[src/rtl/sdram_refresh_executor_if.sv]
// sdram_refresh_executor_if: request handshake and SDRAM command pins of the refresh executor
interface sdram_refresh_executor_if;
    logic refresh_req_i;
    logic access_busy_i;
    logic banks_open_i;
    logic sdram_ready_o;
    logic cmd_own_o;
    logic sdram_cs_n_o;
    logic sdram_ras_n_o;
    logic sdram_cas_n_o;
    logic sdram_we_n_o;
    logic sdram_a10_o;
    logic refresh_done_o;
    logic overflow_o;
    modport slave (
        input  refresh_req_i, access_busy_i, banks_open_i,
        output sdram_ready_o, cmd_own_o, sdram_cs_n_o, sdram_ras_n_o, sdram_cas_n_o,
        output sdram_we_n_o, sdram_a10_o, refresh_done_o, overflow_o
    );
    modport master (
        output refresh_req_i, access_busy_i, banks_open_i,
        input  sdram_ready_o, cmd_own_o, sdram_cs_n_o, sdram_ras_n_o, sdram_cas_n_o,
        input  sdram_we_n_o, sdram_a10_o, refresh_done_o, overflow_o
    );
endinterface

[src/rtl/sdram_refresh_executor.sv]
// sdram_refresh_executor: queues refresh requests and drives PRECHARGE ALL / AUTO REFRESH with tRP/tRFC spacing
module sdram_refresh_executor #(
    parameter int T_RP_CYCLES   = 2,
    parameter int T_RFC_CYCLES  = 7,
    parameter int REFRESH_BURST = 1
) (
    input logic HCLK,
    input logic HRESET,
    sdram_refresh_executor_if.slave bus
);
    typedef enum logic [2:0] {IDLE, PRECHARGE, WAIT_RP, REFRESH, WAIT_RFC, DONE} state_t;
    localparam int T_MAX = T_RP_CYCLES > T_RFC_CYCLES ? T_RP_CYCLES : T_RFC_CYCLES;
    localparam int WW = $clog2(T_MAX + 1);
    localparam logic [WW-1:0] RP_LOAD = WW'(T_RP_CYCLES - 1);
    localparam logic [WW-1:0] RFC_LOAD = WW'(T_RFC_CYCLES - 1);
    // A burst of 8 wraps the 3-bit counter to 0, so the end marker wraps with it.
    localparam logic [2:0] BURST_END = 3'(REFRESH_BURST);
    state_t state, next;
    logic [3:0] pending;
    logic [2:0] burst_cnt;
    logic [WW-1:0] wait_cnt;
    logic overflow;
    logic go, inc, dec;
    logic [4:0] cmd;
    assign go  = (pending != 4'd0 || bus.refresh_req_i) && !bus.access_busy_i;
    assign dec = state == IDLE && go;
    assign inc = bus.refresh_req_i && (pending != 4'hf || dec);
    // state register
    always_ff @(posedge HCLK or posedge HRESET) begin
        if (HRESET) state <= IDLE;
        else        state <= next;
    end
    // next-state logic; access_busy_i only matters while idle
    always_comb begin
        next = state;
        case (state)
            IDLE:      if (go) next = bus.banks_open_i ? PRECHARGE : REFRESH;
            PRECHARGE: next = T_RP_CYCLES > 1 ? WAIT_RP : REFRESH;
            WAIT_RP:   if (wait_cnt == WW'(1)) next = REFRESH;
            REFRESH:   next = WAIT_RFC;
            WAIT_RFC:  if (wait_cnt == WW'(1)) next = burst_cnt != BURST_END ? REFRESH : DONE;
            DONE:      next = IDLE;
            default:   next = IDLE;
        endcase
    end
    // request queue, sticky overflow, burst and spacing counters
    always_ff @(posedge HCLK or posedge HRESET) begin
        if (HRESET) begin
            pending   <= 4'd0;
            overflow  <= 1'b0;
            burst_cnt <= 3'd0;
            wait_cnt  <= '0;
        end else begin
            pending   <= pending + 4'(inc) - 4'(dec);
            overflow  <= overflow | (bus.refresh_req_i && pending == 4'hf && !dec);
            burst_cnt <= dec ? 3'd0 : state == REFRESH ? burst_cnt + 3'd1 : burst_cnt;
            wait_cnt  <= state == PRECHARGE ? RP_LOAD :
                         state == REFRESH   ? RFC_LOAD :
                         wait_cnt != '0     ? wait_cnt - WW'(1) : wait_cnt;
        end
    end
    // command decode {cs_n, ras_n, cas_n, we_n, a10} from registered state
    always_comb begin
        cmd = state == PRECHARGE ? 5'b00101 :
              state == REFRESH   ? 5'b00010 :
              (state == WAIT_RP || state == WAIT_RFC) ? 5'b01110 : 5'b11110;
    end
    assign {bus.sdram_cs_n_o, bus.sdram_ras_n_o, bus.sdram_cas_n_o, bus.sdram_we_n_o, bus.sdram_a10_o} = cmd;
    assign bus.cmd_own_o      = state != IDLE && state != DONE;
    assign bus.refresh_done_o = state == DONE;
    assign bus.overflow_o     = overflow;
    assign bus.sdram_ready_o  = state == IDLE && pending == 4'd0 && !bus.access_busy_i;
endmodule
[src/flat_wrapper.sv]
// flat-port wrapper written by rule: the top's interface ports become plain ports
module sdram_refresh_executor_flat 
#(
    parameter int T_RP_CYCLES   = 2,
    parameter int T_RFC_CYCLES  = 7,
    parameter int REFRESH_BURST = 1
)
  (HCLK, HRESET, bus_refresh_req_i, bus_access_busy_i, bus_banks_open_i, bus_sdram_ready_o, bus_cmd_own_o, bus_sdram_cs_n_o, bus_sdram_ras_n_o, bus_sdram_cas_n_o, bus_sdram_we_n_o, bus_sdram_a10_o, bus_refresh_done_o, bus_overflow_o);
  sdram_refresh_executor_if bus_i ();
  input logic HCLK;
  input logic HRESET;
  input wire logic [$bits(bus_i.refresh_req_i)-1:0] bus_refresh_req_i;
  input wire logic [$bits(bus_i.access_busy_i)-1:0] bus_access_busy_i;
  input wire logic [$bits(bus_i.banks_open_i)-1:0] bus_banks_open_i;
  output wire logic [$bits(bus_i.sdram_ready_o)-1:0] bus_sdram_ready_o;
  output wire logic [$bits(bus_i.cmd_own_o)-1:0] bus_cmd_own_o;
  output wire logic [$bits(bus_i.sdram_cs_n_o)-1:0] bus_sdram_cs_n_o;
  output wire logic [$bits(bus_i.sdram_ras_n_o)-1:0] bus_sdram_ras_n_o;
  output wire logic [$bits(bus_i.sdram_cas_n_o)-1:0] bus_sdram_cas_n_o;
  output wire logic [$bits(bus_i.sdram_we_n_o)-1:0] bus_sdram_we_n_o;
  output wire logic [$bits(bus_i.sdram_a10_o)-1:0] bus_sdram_a10_o;
  output wire logic [$bits(bus_i.refresh_done_o)-1:0] bus_refresh_done_o;
  output wire logic [$bits(bus_i.overflow_o)-1:0] bus_overflow_o;
  assign bus_i.refresh_req_i = bus_refresh_req_i;
  assign bus_i.access_busy_i = bus_access_busy_i;
  assign bus_i.banks_open_i = bus_banks_open_i;
  assign bus_sdram_ready_o = bus_i.sdram_ready_o;
  assign bus_cmd_own_o = bus_i.cmd_own_o;
  assign bus_sdram_cs_n_o = bus_i.sdram_cs_n_o;
  assign bus_sdram_ras_n_o = bus_i.sdram_ras_n_o;
  assign bus_sdram_cas_n_o = bus_i.sdram_cas_n_o;
  assign bus_sdram_we_n_o = bus_i.sdram_we_n_o;
  assign bus_sdram_a10_o = bus_i.sdram_a10_o;
  assign bus_refresh_done_o = bus_i.refresh_done_o;
  assign bus_overflow_o = bus_i.overflow_o;
  sdram_refresh_executor #(.T_RP_CYCLES(T_RP_CYCLES), .T_RFC_CYCLES(T_RFC_CYCLES), .REFRESH_BURST(REFRESH_BURST)) u_core (.HCLK(HCLK), .HRESET(HRESET), .bus(bus_i));
endmodule
[config.mk]
export PLATFORM = sky130hd
export DESIGN_NAME = sdram_refresh_executor_flat
export DESIGN_NICKNAME = d
export VERILOG_FILES = /design/src/rtl/sdram_refresh_executor_if.sv /design/src/rtl/sdram_refresh_executor.sv /design/src/flat_wrapper.sv
export SDC_FILE = /design/constraint.sdc
export NUM_CORES = 1
export LEC_CHECK = 0
export CELL_PAD_IN_SITES_DETAIL_PLACEMENT = 1
export CELL_PAD_IN_SITES_GLOBAL_PLACEMENT = 1
export CORE_MARGIN = 2
export CORE_UTILIZATION = 39
export CTS_CLUSTER_DIAMETER = 30
export DETAILED_ROUTE_END_ITERATION = 10
export PLACE_DENSITY_LB_ADDON = 0.08
export SYNTH_ARGS = -nofsm -noshare
export SYNTH_HDL_FRONTEND = slang
export SYNTH_SLANG_ARGS = --single-unit
[constraint.sdc]
create_clock -name HCLK -period 2.95 [get_ports HCLK]
set_input_delay 0.4425 -clock HCLK [delete_from_list [all_inputs] [get_ports HCLK]]
set_output_delay 0.4425 -clock HCLK [all_outputs]
set_load 0.005 [all_outputs]
==> results.sh, run 1 <==
export IMPL_final_util_pct=47.7
export IMPL_grt_pass1_vias=787
export IMPL_vias_per_cell=4.96
export IMPL_hold_viol=0
export IMPL_async_flop_share_pct=100
export IMPL_maxSlewHeadroom_pct=62.4
export IMPL_fin_cells=144
export IMPL_ys_ff_latch=14
export IMPL_status="finished clean"
export IMPL_ioPinCount=14
export IMPL_cts_tree="done"
export IMPL_ant_nets=0
export IMPL_cts_hold_buf=0
export IMPL_ys_top_cells_by_count="inv_1 (16), dfrtp_1 (14), ha_1 (11)"
export IMPL_synthCells=99
export IMPL_first_iter_violations=0
export IMPL_grt_pass1_wl_um=3390
export IMPL_vias=714
export IMPL_nets=133
export IMPL_crit_fanout=3
export IMPL_area_growth_pct=18.5
export IMPL_critPathSlowestCell="or4b_4"
export IMPL_cts_root_buf="clkbuf_4"
export IMPL_io_buffer_count=13
export IMPL_clock_sinks=14
export IMPL_htreeDepth=1
export IMPL_clockBufferDepth=2
export IMPL_fmax_mhz=388
export IMPL_powerDensity_mw_per_mm2=1070
export IMPL_drive_gt1_share_pct=12.3
export IMPL_min_period_over_period_pct=87.4
export IMPL_synth_edf_count=0
export IMPL_overflow=0
export IMPL_clk_latency_ns=0.27
export IMPL_drcViolationCount=0
export IMPL_cap_viol_max_count=0
export IMPL_dieArea_mm2=0.00293
export IMPL_required_ns=3.11
export IMPL_crit_type="in -> reg"
export IMPL_rows=18
export IMPL_syn_avg_cell_area_um2=9.90
export IMPL_diodes=0
export IMPL_ys_seq_area_share_pct=35.8
export IMPL_synth_top_cell_area_share_pct=35.8
export IMPL_cp_end_kind="register"
export IMPL_drv_slew=0
export IMPL_synth_distinct_cells=36
export IMPL_cts_setup_buffers=0
export IMPL_numPlacedInstances=141
export IMPL_grt_max_degree=15
export IMPL_wirelength_um=2000
export IMPL_synth_main_ff_cell="dfrtp_1"
export IMPL_hold_path_class="reg -> reg"
export IMPL_yosysMostFrequentCell="inv_1"
export IMPL_synth_top_area_cell="dfrtp_1"
export IMPL_core_mm2=0.00243
export IMPL_first_pass_iters=1
export IMPL_rrSetupSlack_ns=0.42
export IMPL_syn_area_um2=980
export IMPL_synthTopCellsByArea="dfrtp_1 (36%), ha_1 (14%), inv_1 (6.1%), nor2b_1 (5.1%), a21oi_1 (2.6%)"
export IMPL_start_kind="input pin"
export IMPL_die_width_um=54.1
export IMPL_gp_congestion=0.727
export IMPL_cts_buffers=3
export IMPL_tns_ns=0
export IMPL_antenna_found_initial=0
export IMPL_arrival_ns=2.74
export IMPL_die_h_um=54.1
export IMPL_finalClockSkew_ns=0.00167
export IMPL_wl_per_cell_um=13.9
export IMPL_yosys_warnings=0
export IMPL_cts_resized=0
export IMPL_finalCriticalPeriod_ns=2.58
export IMPL_grt_usage_pct=16.5
export IMPL_hpwl_um=1580
export IMPL_syn_nets=116
export IMPL_ir_drop_mv=0.499
export IMPL_initial_core_util_pct=40.3
export IMPL_p_leak_nw=0.582
export IMPL_path_clk_slew_ns=0.09
export IMPL_rsz0062_at_grt="false"
export IMPL_worst_pin_slew_ns=0.563
export IMPL_path_cells="clkdlybuf4s50_1 -> or4b_4 -> and3_4 -> ha_1 -> inv_1 -> ha_1 -> inv_1 -> fa_1 -> xnor2_1"
export IMPL_setup_violations=0
export IMPL_slowest_delay_ns=0.56
kinds of logic after synthesis:
family	Yosys count	share of synthesized area, %
AND/OR/NAND/NOR	31	22.6
buffers and inverters	19	8.56
AO/OA/AOI/OAI	17	11.2
flip-flops	14	35.8
adder cells (fa/ha/maj)	12	16.1
XOR/XNOR	4	3.58
multiplexers	2	2.17
worst max-delay path: cells and delay by family:
kind | cells | cell delay (ns)
xor gates and xnor gates | 1 | 0.14
buffers and inverters | 3 | 0.56
and+or+nand+nor | 2 | 0.76
adders and majority gates | 3 | 0.84
cell type report:
| type | count | area, um2 |
|---|---|---|
| Multi-Input combinational cell | 66 | 546 |
| Clock buffer | 3 | 22.5 |
| Sequential cell | 14 | 350 |
| Timing Repair Buffer | 15 | 145 |
| Tap cell | 30 | 37.5 |
| Fill cell | 287 | 1270 |
| Inverter | 16 | 60.1 |
cell usage in the layout, fill, tap and decap left out, types with 3 or more instances in the layout:
cell type / Yosys / final
clkdlybuf4s50_1: 0 / 13
ha_1: 11 / 11
inv_1: 16 / 16
clkbuf_4: 1 / 3
nor2_1: 6 / 6
dfrtp_1: 14 / 14
nor2b_1: 8 / 8
o21ai_0: 4 / 4
a21oi_1: 5 / 5
path summary, 6_finish.rpt:
path / start / end / depth (start not counted)
worst min-delay path: u_core.bus.overflow_o / u_core.bus.overflow_o / 1
min in group asynchronous: HRESET / u_core.pending[2] / 2
worst max-delay path: bus_refresh_req_i / u_core.pending[2] / 9
worst min register to register: u_core.bus.overflow_o / u_core.bus.overflow_o / 1
worst max register to register: u_core.pending[2] / u_core.pending[2] / 10
max in group asynchronous: HRESET / u_core.pending[3] / 2
registers in the layout (all words and copies together) (netlist names):
name                   flops
u_core.pending             4
u_core.state               3
u_core.burst_cnt           3
u_core.wait_cnt            3
u_core.bus.overflow_o      1
layer usage:
layer | track usage, % | wire, um | vias to the layer above
li1 | - | - | 361
met1 | 20.2 | 922 | 345
met2 | 28.7 | 1020 | 6
met3 | 2.50 | 45 | 2
met4 | 6.25 | 10 | 0
met5 | 0 | 0 | -
metrics by stage:
| step | hold WS, ns | instance area, um2 | setup WS [ns] | power [mW] |
|---|---|---|---|---|
| CTS | 0.474 | 1160 | 0.369 | 1.26 |
| detailed placement | 0.449 | 1140 | 0.0616 | 1.15 |
| global route | 0.502 | 1160 | 0.287 | 1.39 |
| floorplan | 0.332 | 980 | 0.556 | 0.895 |
| global placement | 0.450 | 1140 | 0.120 | 1.12 |
| finish | 0.475 | 1160 | 0.370 | 1.24 |
report_power, final:
part	total (mW)	leakage [nW]	switching, mW	internal (mW)
combinational	0.739	0.398	0.351	0.388
sequential	0.395	0.170	0.106	0.289
clock	0.108	0.0138	0.0612	0.0472
total	1.24	0.582	0.518	0.724
Power figures use the tool's default switching activity.
==> run 2: changes to the inputs <==
==> constraint.sdc (replaced) <==
create_clock -name HCLK -period 2.95 [get_ports HCLK]
set_input_delay 0.4425 -clock HCLK [delete_from_list [all_inputs] [get_ports HCLK]]
set_output_delay 0.4425 -clock HCLK [all_outputs]
set_load 0.05 [all_outputs]
==> run 2 against run 1 <==
  * Die area unchanged
  * Register-to-register slack worse by 0.02 ns
  * Wire length up 6.5%
  * Via count up 4.9%
  * Sequential cell count unchanged
  * Design area up 0.97%
  * Maximum frequency down 3.6%
  * Core utilization up 0.46 points
  * First-iteration DRC count up 2
  * Sequential share of layout area down 0.29 points
  * Clock skew up 0.0017 ns
  * Largest cell class unchanged
==> results.sh, run 2 (synthesized netlist as in run 1, its figures left out) <==
export IMPL_met2_wirelength_um=1040
export IMPL_slowest_delay_ns=0.83
export IMPL_worst_pin_slew_ns=0.568
export IMPL_final_common_cell="inv_1"
export IMPL_first_iter_violations=2
export IMPL_cap_viol_max_count=0
export IMPL_dr_wl_met3_um=68
export IMPL_area_growth_pct=19.7
export IMPL_top_register="u_core.pending"
export IMPL_cts_tree="done"
export IMPL_first_pass_iters=2
export IMPL_critPathSlowestCell="clkdlybuf4s50_1"
export IMPL_hpwl_um=1570
export IMPL_seq_area_um2=350
export IMPL_cp_end_kind="output pin"
export IMPL_final_util_pct=48.2
export IMPL_finalCriticalPeriod_ns=2.68
export IMPL_crit_type="reg -> out"
export IMPL_setup_violations=0
export IMPL_status="finished clean"
export IMPL_drv_slew=0
export IMPL_io_buffer_count=13
export IMPL_cts_hold_buf=0
export IMPL_overflow=0
export IMPL_tns_ns=0
export IMPL_largest_reg_flops=4
export IMPL_initial_core_util_pct=40.3
export IMPL_grt_usage_pct=17.9
export IMPL_diodes=0
export IMPL_hold_viol=0
export IMPL_die_width_um=54.1
export IMPL_required_ns=2.51
export IMPL_vias_per_cell=5.17
export IMPL_gp_congestion=0.734
export IMPL_crit_fanout=12
export IMPL_grt_pass1_wl_um=3660
export IMPL_hold_path_class="reg -> reg"
export IMPL_clk_latency_ns=0.29
export IMPL_ioPinCount=14
export IMPL_core_mm2=0.00243
export IMPL_met1_length_um=1010
export IMPL_cts_setup_buffers=0
export IMPL_arrival_ns=2.23
export IMPL_cts_resized=0
export IMPL_finalClockSkew_ns=0.00339
export IMPL_final_cell_mix="inv_1 (16), dfrtp_1 (14), clkdlybuf4s50_1 (12)"
export IMPL_grt_pass1_vias=803
export IMPL_maxSlewHeadroom_pct=62.1
export IMPL_crit_buf_inv=1
export IMPL_clock_sinks=14
export IMPL_htreeDepth=1
export IMPL_clockBufferDepth=2
export IMPL_start_kind="register"
export IMPL_path_clk_slew_ns=0.09
export IMPL_maxUsedRoutingLayer="met4"
export IMPL_nets=133
export IMPL_cts_buffers=3
export IMPL_die_h_um=54.1
export IMPL_multi_input_area_um2=546
export IMPL_rows=18
export IMPL_drcViolationCount=0
export IMPL_vias=749
export IMPL_dieArea_mm2=0.00293
export IMPL_wl_per_cell_um=14.7
export IMPL_crit_family="buffers and inverters"
export IMPL_wirelength_um=2130
export IMPL_cts_root_buf="clkbuf_4"
export IMPL_fill_cells=286
export IMPL_min_period_over_period_pct=90.7
export IMPL_ant_nets=0
export IMPL_path_cells="nor2_1 -> xor2_1 -> clkdlybuf4s50_1"
export IMPL_grt_max_degree=15
export IMPL_rsz0062_at_grt="false"
export IMPL_drive_gt1_share_pct=13.9
export IMPL_antenna_found_initial=0
export IMPL_fmax_mhz=374
## run 2: cell count changes in the layout (fill, tap and decap cells not counted)
| cell | previous run | this run |
|---|---|---|
| clkdlybuf4s50_1 | 13 | 12 |
| clkbuf_8 | 0 | 1 |
| buf_4 | 2 | 3 |
## run 2: through the flow
stage	worst slack (ns)	cells	hold WS [ns]	instance area, um2
3_5_place_dp	0.0454	141	0.446	1140
2_1_floorplan	0.556	99	0.332	980
6_report	0.273	145	0.470	1170
4_1_cts	0.224	145	0.477	1170
5_1_grt	0.0553	145	0.513	1170
3_3_place_gp	0.122	141	0.451	1140
## run 2: cell type report
class / count / share of cell area, %
clock buffers: 4 / 3.09
inverters: 16 / 5.12
multi-input cells: 66 / 46.5
flip-flops and latches: 14 / 29.9
well taps: 30 / 3.20
repair buffers: 15 / 12.2
## run 2: final timing paths
kind / cells past startpoint / slack [ns] / start / endpoint
worst max-delay path: 3 / 0.27 / u_core.state[1] / bus_sdram_cs_n_o
worst min-delay path: 1 / 0.47 / u_core.bus.overflow_o / u_core.bus.overflow_o
worst max register to register: 10 / 0.40 / u_core.pending[2] / u_core.pending[2]
worst min register to register: 1 / 0.47 / u_core.bus.overflow_o / u_core.bus.overflow_o
max in group asynchronous: 2 / 2.07 / HRESET / u_core.state[0]
min in group asynchronous: 2 / 0.50 / HRESET / u_core.pending[3]
## run 2: routing by layer
metal | vias to the layer above | track usage, %
li1 | 364 | -
met1 | 373 | 21.6
met2 | 10 | 29.9
met3 | 2 | 6.11
met4 | 0 | 5.00
met5 | - | 0
## run 2: worst reg2reg max path, cell delays in order, from the launching register on
cell,delay [ns]
dfrtp_1,0.40
inv_1,0.08
ha_1,0.17
or4b_4,0.48
and3_4,0.20
ha_1,0.28
inv_1,0.06
ha_1,0.15
inv_1,0.06
fa_1,0.43
xnor2_1,0.14
Power of run 2 is left out: the tool's default activity adds up to more than one toggle a clock period on the data nets, which glitch-free logic cannot reach.
